[src/rtl/muldiv_sched.sv]
// muldiv_sched: sequencer for the shared multiply/divide unit that owns HI/LO writes.
// Multiply is a registered 64-bit product with MUL_LAT cycles of occupancy; divide is
// restoring radix-2 producing one quotient bit per cycle, MSB first.
// Optional feature macro: MULDIV_EARLY_EXIT_EN. When defined, a divide whose divisor is zero
// or whose divisor magnitude exceeds the dividend magnitude goes straight to DONE.
//
// state | meaning
// IDLE  | waiting for a request from execute
// MUL   | multiply occupancy countdown
// DIV   | one restoring-divide iteration per cycle
// DONE  | result valid, single HI/LO write strobe
module muldiv_sched #(
   parameter int MUL_LAT = 2
) (
   input  logic        clk,
   input  logic        reset,
   input  logic        req_valid,
   input  logic [1:0]  req_op,
   input  logic [31:0] src_a,
   input  logic [31:0] src_b,
   input  logic        flush,
   output logic        stall_req,
   output logic        hilo_we,
   output logic [31:0] hilo_hi,
   output logic [31:0] hilo_lo,
   output logic        busy
);

   localparam int CW = 8;

   typedef enum logic [1:0] {S_IDLE, S_MUL, S_DIV, S_DONE} state_t;

   state_t         state_q, state_d;
   logic [CW-1:0]  cnt_q, cnt_d;
   logic [31:0]    a_q, a_d;
   logic [31:0]    b_q, b_d;
   logic           sgn_q, sgn_d;
   logic [31:0]    rem_q, rem_d;
   logic [31:0]    quo_q, quo_d;
   logic [63:0]    res_q, res_d;

   logic           op_div, op_sgn;
   logic [31:0]    a_mag_in;
   logic [31:0]    b_mag;
   logic [32:0]    rem_sh;
   logic           q_bit;
   logic [31:0]    rem_nx, quo_nx, rem_fix, quo_fix;
   logic [63:0]    a_ext, b_ext, prod;
   logic           stall_c, we_c;

   assign op_div   = req_op[1];
   assign op_sgn   = ~req_op[0];
   assign a_mag_in = (op_sgn & src_a[31]) ? (~src_a + 32'd1) : src_a;

`ifdef MULDIV_EARLY_EXIT_EN
   logic [31:0]    b_mag_in;
   logic           early_c;
   assign b_mag_in = (op_sgn & src_b[31]) ? (~src_b + 32'd1) : src_b;
   assign early_c  = (src_b == 32'd0) | (b_mag_in > a_mag_in);
`endif

   // Divider datapath: shift in the next dividend bit, subtract if it fits.
   assign b_mag   = (sgn_q & b_q[31]) ? (~b_q + 32'd1) : b_q;
   assign rem_sh  = {rem_q, quo_q[31]};
   assign q_bit   = (rem_sh >= {1'b0, b_mag});
   assign rem_nx  = q_bit ? 32'(rem_sh - {1'b0, b_mag}) : rem_sh[31:0];
   assign quo_nx  = {quo_q[30:0], q_bit};
   assign quo_fix = (sgn_q & (a_q[31] ^ b_q[31])) ? (~quo_nx + 32'd1) : quo_nx;
   assign rem_fix = (sgn_q & a_q[31]) ? (~rem_nx + 32'd1) : rem_nx;

   // Sign-extending to 64 bits keeps the low 64 product bits right for both signednesses.
   assign a_ext = {{32{sgn_q & a_q[31]}}, a_q};
   assign b_ext = {{32{sgn_q & b_q[31]}}, b_q};
   assign prod  = a_ext * b_ext;

   // Next-state, datapath update and strobe generation.
   always_comb begin
      state_d = state_q;
      cnt_d   = cnt_q;
      a_d     = a_q;
      b_d     = b_q;
      sgn_d   = sgn_q;
      rem_d   = rem_q;
      quo_d   = quo_q;
      res_d   = res_q;
      stall_c = 1'b0;
      we_c    = 1'b0;
      case (state_q)
         S_IDLE: begin
            if (req_valid && !flush) begin
               stall_c = 1'b1;
               a_d     = src_a;
               b_d     = src_b;
               sgn_d   = op_sgn;
               if (op_div) begin
                  state_d = S_DIV;
                  cnt_d   = CW'(31);
                  rem_d   = 32'd0;
                  quo_d   = a_mag_in;
`ifdef MULDIV_EARLY_EXIT_EN
                  if (early_c) begin
                     state_d = S_DONE;
                     cnt_d   = '0;
                     res_d   = (src_b == 32'd0) ? {src_a, 32'hFFFF_FFFF} : {src_a, 32'h0};
                  end
`endif
               end else begin
                  state_d = S_MUL;
                  cnt_d   = CW'(MUL_LAT - 1);
               end
            end
         end
         S_MUL: begin
            stall_c = 1'b1;
            if (flush) begin
               state_d = S_IDLE;
               cnt_d   = '0;
            end else if (cnt_q == '0) begin
               state_d = S_DONE;
               res_d   = prod;
            end else begin
               cnt_d = cnt_q - CW'(1);
            end
         end
         S_DIV: begin
            stall_c = 1'b1;
            if (flush) begin
               state_d = S_IDLE;
               cnt_d   = '0;
            end else begin
               rem_d = rem_nx;
               quo_d = quo_nx;
               if (cnt_q == '0) begin
                  state_d = S_DONE;
                  res_d   = (b_q == 32'd0) ? {a_q, 32'hFFFF_FFFF} : {rem_fix, quo_fix};
               end else begin
                  cnt_d = cnt_q - CW'(1);
               end
            end
         end
         S_DONE: begin
            we_c    = ~flush;
            state_d = S_IDLE;
            cnt_d   = '0;
         end
         default: begin
            state_d = S_IDLE;
            cnt_d   = '0;
         end
      endcase
   end

   // State and datapath registers.
   always_ff @(posedge clk or posedge reset) begin
      if (reset) begin
         state_q <= S_IDLE;
         cnt_q   <= '0;
         a_q     <= '0;
         b_q     <= '0;
         sgn_q   <= 1'b0;
         rem_q   <= '0;
         quo_q   <= '0;
         res_q   <= '0;
      end else begin
         state_q <= state_d;
         cnt_q   <= cnt_d;
         a_q     <= a_d;
         b_q     <= b_d;
         sgn_q   <= sgn_d;
         rem_q   <= rem_d;
         quo_q   <= quo_d;
         res_q   <= res_d;
      end
   end

   // Strobes are gated by reset so they drop the instant reset asserts.
   assign stall_req = stall_c & ~reset;
   assign hilo_we   = we_c & ~reset;
   assign hilo_hi   = res_q[63:32];
   assign hilo_lo   = res_q[31:0];
   assign busy      = (state_q != S_IDLE);

endmodule

[config.mk]
export PLATFORM = sky130hd
export DESIGN_NAME = muldiv_sched
export DESIGN_NICKNAME = d
export VERILOG_FILES = /design/src/rtl/muldiv_sched.sv
export SDC_FILE = /design/constraint.sdc
export NUM_CORES = 2
export LEC_CHECK = 0
export BUFFER_PORTS_ARGS = -buffer_cell sky130_fd_sc_hd__buf_2
export CORE_MARGIN = 8
export CORE_UTILIZATION = 30
export CTS_BUF_LIST = sky130_fd_sc_hd__clkbuf_2 sky130_fd_sc_hd__clkbuf_4 sky130_fd_sc_hd__clkbuf_8
export DETAILED_ROUTE_END_ITERATION = 6
export PLACE_DENSITY = 0.56
export REMOVE_ABC_BUFFERS = 1
export SETUP_SLACK_MARGIN = 0.4
export SLEW_MARGIN = 10
export SYNTH_ARGS = -nofsm -noshare
export SYNTH_HDL_FRONTEND = slang
export SYNTH_SLANG_ARGS = --single-unit
[constraint.sdc]
create_clock -name clk -period 8.2 [get_ports clk]
set_clock_uncertainty 0.2 [all_clocks]
set_input_delay 2.46 -clock clk [delete_from_list [all_inputs] [get_ports clk]]
set_output_delay 2.46 -clock clk [all_outputs]
set_load 0.02 [all_outputs]
---- Yosys cells after proc, flatten, opt, wreduce, memory -nomap -nowiden ----
Cells that the tools add are included.
storage, ports and cells
  logic and storage cells ................. 87
  output and inout port bits .............. 67
  input port bits ......................... 70
  flip-flop bits (word level) ............. 203
cells by class
  bitwise logic cells ..................... 14
  reduce and logical (&&, ||, !) cells .... 14
  order comparisons ....................... 1
  multipliers ............................. 1
  equal/unequal tests ..................... 11
  muxes and demuxes ....................... 32
  add/sub/neg operators ................... 6
operators with widths
  kind                                              count
  2-to-1 mux 32 bit                                 11
  2-to-1 mux 64 bit                                 5
  adder 32 x 1 -> 32 bit, second input constant     4
  inverter 32 bit                                   4
  case mux 32 bit (2 select lines)                  2
  case mux 64 bit (2 select lines)                  1
  multiplier 33 x 33 -> 64 bit                      1
  greater-or-equal comparator 33 x 32 -> 1 bit      1
  zero test 32 bit                                  1
  subtractor 32 bit                                 1
  2-to-1 mux 8 bit                                  3
  case mux 8 bit (3 select lines)                   1
  != test 2 bit, second input constant              6
  zero test 8 bit                                   1
  2-to-1 mux 2 bit                                  4
  subtractor 8 x 1 -> 8 bit, second input constant  1
  AND 1 bit                                         6
  case mux 2 bit (3 select lines)                   1
  AND reduction 2 bit                               3
  nonzero test 2 bit                                3
  2-to-1 mux 5 bit                                  1
  AND reduction 5 bit                               1
  equality test 2 bit, second input constant        2
  AND reduction 4 bit                               1
  11 further kinds                                  14

---- Logic depth before layout (Yosys ltp) ----
  depth after elaboration ................. 12
  depth in mapped cells ................... 34
  gate-level depth less buffers ........... 29

---- Worst setup path before layout ----
OpenSTA, ideal clock, no wires.
  kind .................................... register to register
  start point ............................. reg a_q[31]
  end point ............................... reg res_q[60]
  period minus slack after synthesis ...... 8713 ps
  path buffers ............................ 3
  library setup time ...................... 77 ps
  stages on the path, launching flop included .. 30
  required time ........................... 7923 ps
  path slack .............................. -513 ps
  arrival ................................. 8436 ps
  cell sequence ........................... dfrtp_1 > clkbuf_1 > and2_0 > clkbuf_1 > buf_1 > nand2_1 > inv_1 > fa_1 > inv_1 > fa_1 > inv_1 > fa_1 > fa_1 > inv_1 > fa_1 > inv_1 > fa_1 > inv_1 > fa_1 > fa_1 > inv_1 > ha_1 > nand3_1 > or4b_2 > a31oi_1 > nor2_1 > o41ai_1 > xor2_1 > a21oi_1 > a21oi_1
on the way
  word-level cells in the longest chain between the ends .. 6
  elaborated cells on any way between the ends .. 9
  classes of those cells .................. 1 x mul; 7 x mux; 1 x bitwise
RTL lines
  what                                                                  line  source
  start: declaration                                                    35    logic [31:0] a_q, a_d;
  start signal: assignment                                              158   a_q <= '0;
  start signal: assignment                                              167   a_q <= a_d;
  branches (longest 5 deep; another with multiplier 33 x 33 -> 64 bit)  n/a
  case mux 64 bit (2 select lines) *                                    88    case (state_q)
  end signal: assignment                                                172   res_q <= res_d;
  end: declaration                                                      40    logic [63:0] res_q, res_d;
Mark *: on every way between the ends. The select of a mux whose other input is x is not followed.
A chain may end at the register's enable or synchronous reset.

---- Worst setup path after layout ----
  start point ............................. reg b_q[0]
  end point ............................... reg res_q[43]
on the way
  word-level cells in the longest chain between the ends .. 12
  elaborated cells on any way between the ends .. 17
  classes of those cells .................. 3 x add/sub; 1 x mul; 1 x order compare; 9 x mux; 2 x bitwise; 1 x reduce/logical
RTL lines
  what                                                                               line    source
  start: declaration                                                                 36      logic [31:0] b_q, b_d;
  start signal: assignment                                                           159     b_q <= '0;
  start signal: assignment                                                           168     b_q <= b_d;
  inverter 32 bit                                                                    63      assign b_mag = (sgn_q & b_q[31]) ? (~b_q + 32'd1) : b_q;
  adder 32 x 1 -> 32 bit                                                             63
  2-to-1 mux 32 bit                                                                  63
  subtractor 32 bit or greater-or-equal comparator 33 x 32 -> 1 bit (tied branches)  66, 65
  2-to-1 mux 32 bit                                                                  66      assign rem_nx = q_bit ? 32'(rem_sh - {1'b0, b_mag}) : rem_sh[31:0];
  inverter 32 bit                                                                    69      assign rem_fix = (sgn_q & a_q[31]) ? (~rem_nx + 32'd1) : rem_nx;
  adder 32 x 1 -> 32 bit                                                             69
  2-to-1 mux 32 bit                                                                  69
  2-to-1 mux 64 bit                                                                  135     res_d = (b_q == 32'd0) ? {a_q, 32'hFFFF_FFFF} : {rem_fix, quo_fix};
  2-to-1 mux 64 bit                                                                  133     if (cnt_q == '0) begin
  2-to-1 mux 64 bit                                                                  127     if (flush) begin
  case mux 64 bit (2 select lines) *                                                 88
Every way passes the cells marked *; elsewhere a longest branch is shown, timed or not. The select of a mux whose other input is x is not followed.

==> results.sh <==
export IMPL_core_um2=173000
export IMPL_grt_max_degree=121
export IMPL_r2r_start="b_q[0]"
export IMPL_crit_type="register to register"
export IMPL_fillCellCount=17800
export IMPL_worst_setup_path_end_kind="register"
export IMPL_numCtsBuffers=45
export IMPL_path_max_fanout=8
export IMPL_grt_pass1_wl_mm=270
export IMPL_synth_seq_cells=203
export IMPL_wl_per_cell_um=20.4
export IMPL_fp_dieArea_um2=187000
export IMPL_fin_cells=8567
export IMPL_critPathMostFrequentCell="fa_1"
export IMPL_async_reset_ff_share_pct=100
export IMPL_finalHoldViolCount=0
export IMPL_totalWireLength_mm=175
export IMPL_yosys_cell_count_top_type="inv_1"
export IMPL_dp_cells=8429
export IMPL_period_share_pct=99.3
export IMPL_ctsHoldBuffers=0
export IMPL_cp_startpoint="b_q[0]"
export IMPL_grt_ovfl_total=0
export IMPL_drtIter0Drc=3102
export IMPL_clkLatencyLatePin_ps=730
export IMPL_cap_violations=0
export IMPL_synth_edff_count=0
export IMPL_relSlewSlack_pct=30.6
export IMPL_ant_nets=0
export IMPL_die_h_um=432
export IMPL_synth_distinct_cells=92
export IMPL_status="finished clean"
export IMPL_rsz0062_at_grt="true"
export IMPL_cts_tree="built"
export IMPL_ys_warn_count=0
export IMPL_dp_hpwl_mm=144
export IMPL_tightest_slew_ps=1030
export IMPL_synth_avg_cell_area_um2=8.85
export IMPL_ys_seq_area_share_pct=9.77
export IMPL_globalplace_congestion=0.912
export IMPL_nNetsFinal=7659
export IMPL_yosysTopAreaCellShare_pct=43.3
export IMPL_synth_cells=5879
export IMPL_period_needed_ps=8140
export IMPL_groute_usage_overall_pct=18.7
export IMPL_drc=0
export IMPL_first_pass_iters=6
export IMPL_antenna_found_initial=14
export IMPL_drive_gt1_share_pct=17.4
export IMPL_synth_top_cell_by_area="fa_1"
export IMPL_viasPerCell=4.87
export IMPL_die_w_um=432
export IMPL_cp_data_required_time_ps=8610
export IMPL_path_clk_slew_ps=60
export IMPL_fmax_mhz=123
export IMPL_port_buffers=136
export IMPL_cts_sinks=203
export IMPL_start_util_pct=30.1
export IMPL_cts_root_buf="clkbuf_8"
export IMPL_syn2layout_area_growth_pct=18.3
export IMPL_worstHoldStart="res_q[25]"
export IMPL_cp_arrival_ps=8550
export IMPL_maxSlewViolCount=0
export IMPL_rows=153
export IMPL_cp_slowest_cell="o31ai_4"
export IMPL_min_path_type="register to register"
export IMPL_setup_viol=0
export IMPL_cp_slowest_stage_delay_ps=690
export IMPL_cts_buffer_depth=3
export IMPL_yosys_top_cells_area="fa_1 43%, dfrtp_1 9.8%, inv_1 8.4%"
export IMPL_htreeDepth=2
export IMPL_grt_pass1_vias=44400
export IMPL_mappedNetlistArea_um2=52000
export IMPL_worstSetupStartpointType="register"
export IMPL_synthFlopType="dfrtp_1"
export IMPL_synth_common_cells="1,164 x inv_1, 1,126 x fa_1, 925 x nand2_1, 361 x and2_1, 305 x clkbuf_1"
export IMPL_ioPinCount=137
export IMPL_vias=41800
layer usage:
metal  routed length (µm)  GRT usage, %
met1                70200          23.5
met2                88300          32.9
met3                 8160          2.06
met4                 8300          7.22
met5                    0             0
layout by cell type, fill, tap and decap left out, types with 53 or more instances in the layout:
master / instances
buf_2: 136
xor2_1: 75
mux2_2: 62
nor2_1: 190
buf_4: 396
xnor2_1: 105
nand2_1: 914
clkbuf_8: 53
and2_1: 352
inv_1: 1118
a21oi_1: 168
o21ai_0: 169
dfrtp_1: 186
ha_1: 227
fa_1: 1104
buf_12: 77
state kept, by name, indices dropped and copies added, names as in the netlist:
register  flops
res_q        64
a_q          32
quo_q        32
rem_q        32
sgn_q         1
cnt_q         8
b_q          32
state_q       2
stage by stage:
stage | setup TNS, ps | hold WS (ps) | instance area, µm² | utilization, % | setup WS (ps)
after detailed placement | -7800 | 266 | 58500 | 33.8 | -624
final | 0 | 268 | 61500 | 35.6 | 58.5
after global routing | -1170 | 296 | 61500 | 35.5 | -176
after CTS | 0 | 278 | 60800 | 35.2 | 60.6
after global placement | -6590 | 259 | 58500 | 33.8 | -522
after floorplan | -12920 | 246 | 50600 | - | -1010
logic make-up after synthesis:
family                   synth area share [%]
buffers and inverters                    11.1
adder cells (fa/ha/maj)                  49.5
AO/OA/AOI/OAI                            8.72
XOR/XNOR                                 3.15
multiplexers                             2.10
flip-flops                               9.77
AND/OR/NAND/NOR                          15.6
critical path: cells and delay by family (launching register included):
family	cells	cell delay, ps
and+or+nand+nor	4	690
DFF	1	450
buffers and inverters	9	780
xor gates and xnor gates	1	200
adders and majority gates	9	4290
AOI/OAI and AO/OA	5	1380
path summary, 6_finish.rpt:
check                            endpoint  slack (ps)  cells past startpoint
worst max-delay path            res_q[43]          60                     28
worst min-delay path            res_q[25]         270                      2
worst max register to register  res_q[43]          60                     28
worst min register to register  res_q[25]         270                      2
max in group asynchronous         b_q[28]        4750                      3
min in group asynchronous        cnt_q[5]        1650                      2
final cells by class:
| class | count | area, µm² | share of cell area, % |
|---|---|---|---|
| clock inverters | 13 | 195 | 0.317 |
| repair buffers | 653 | 5740 | 9.33 |
| flip-flops and latches | 203 | 5100 | 8.29 |
| diodes | 6 | 15.0 | 0.0244 |
| well taps | 2325 | 2910 | 4.73 |
| inverters | 1165 | 4390 | 7.13 |
| clock buffers | 63 | 805 | 1.31 |
| multi-input cells | 4139 | 42400 | 68.9 |
timing repair:
item | 4_1_cts | 5_1_grt
endpoints found under the setup margin | 34 | 42
pin swaps | 99 | 99
gates resized for setup | 229 | 151
gates cloned | 2 | 0
buffers inserted | 38 | 16
Power is not shown: default switching activity piles up to over one toggle a cycle in this logic, so the estimate is an artifact.
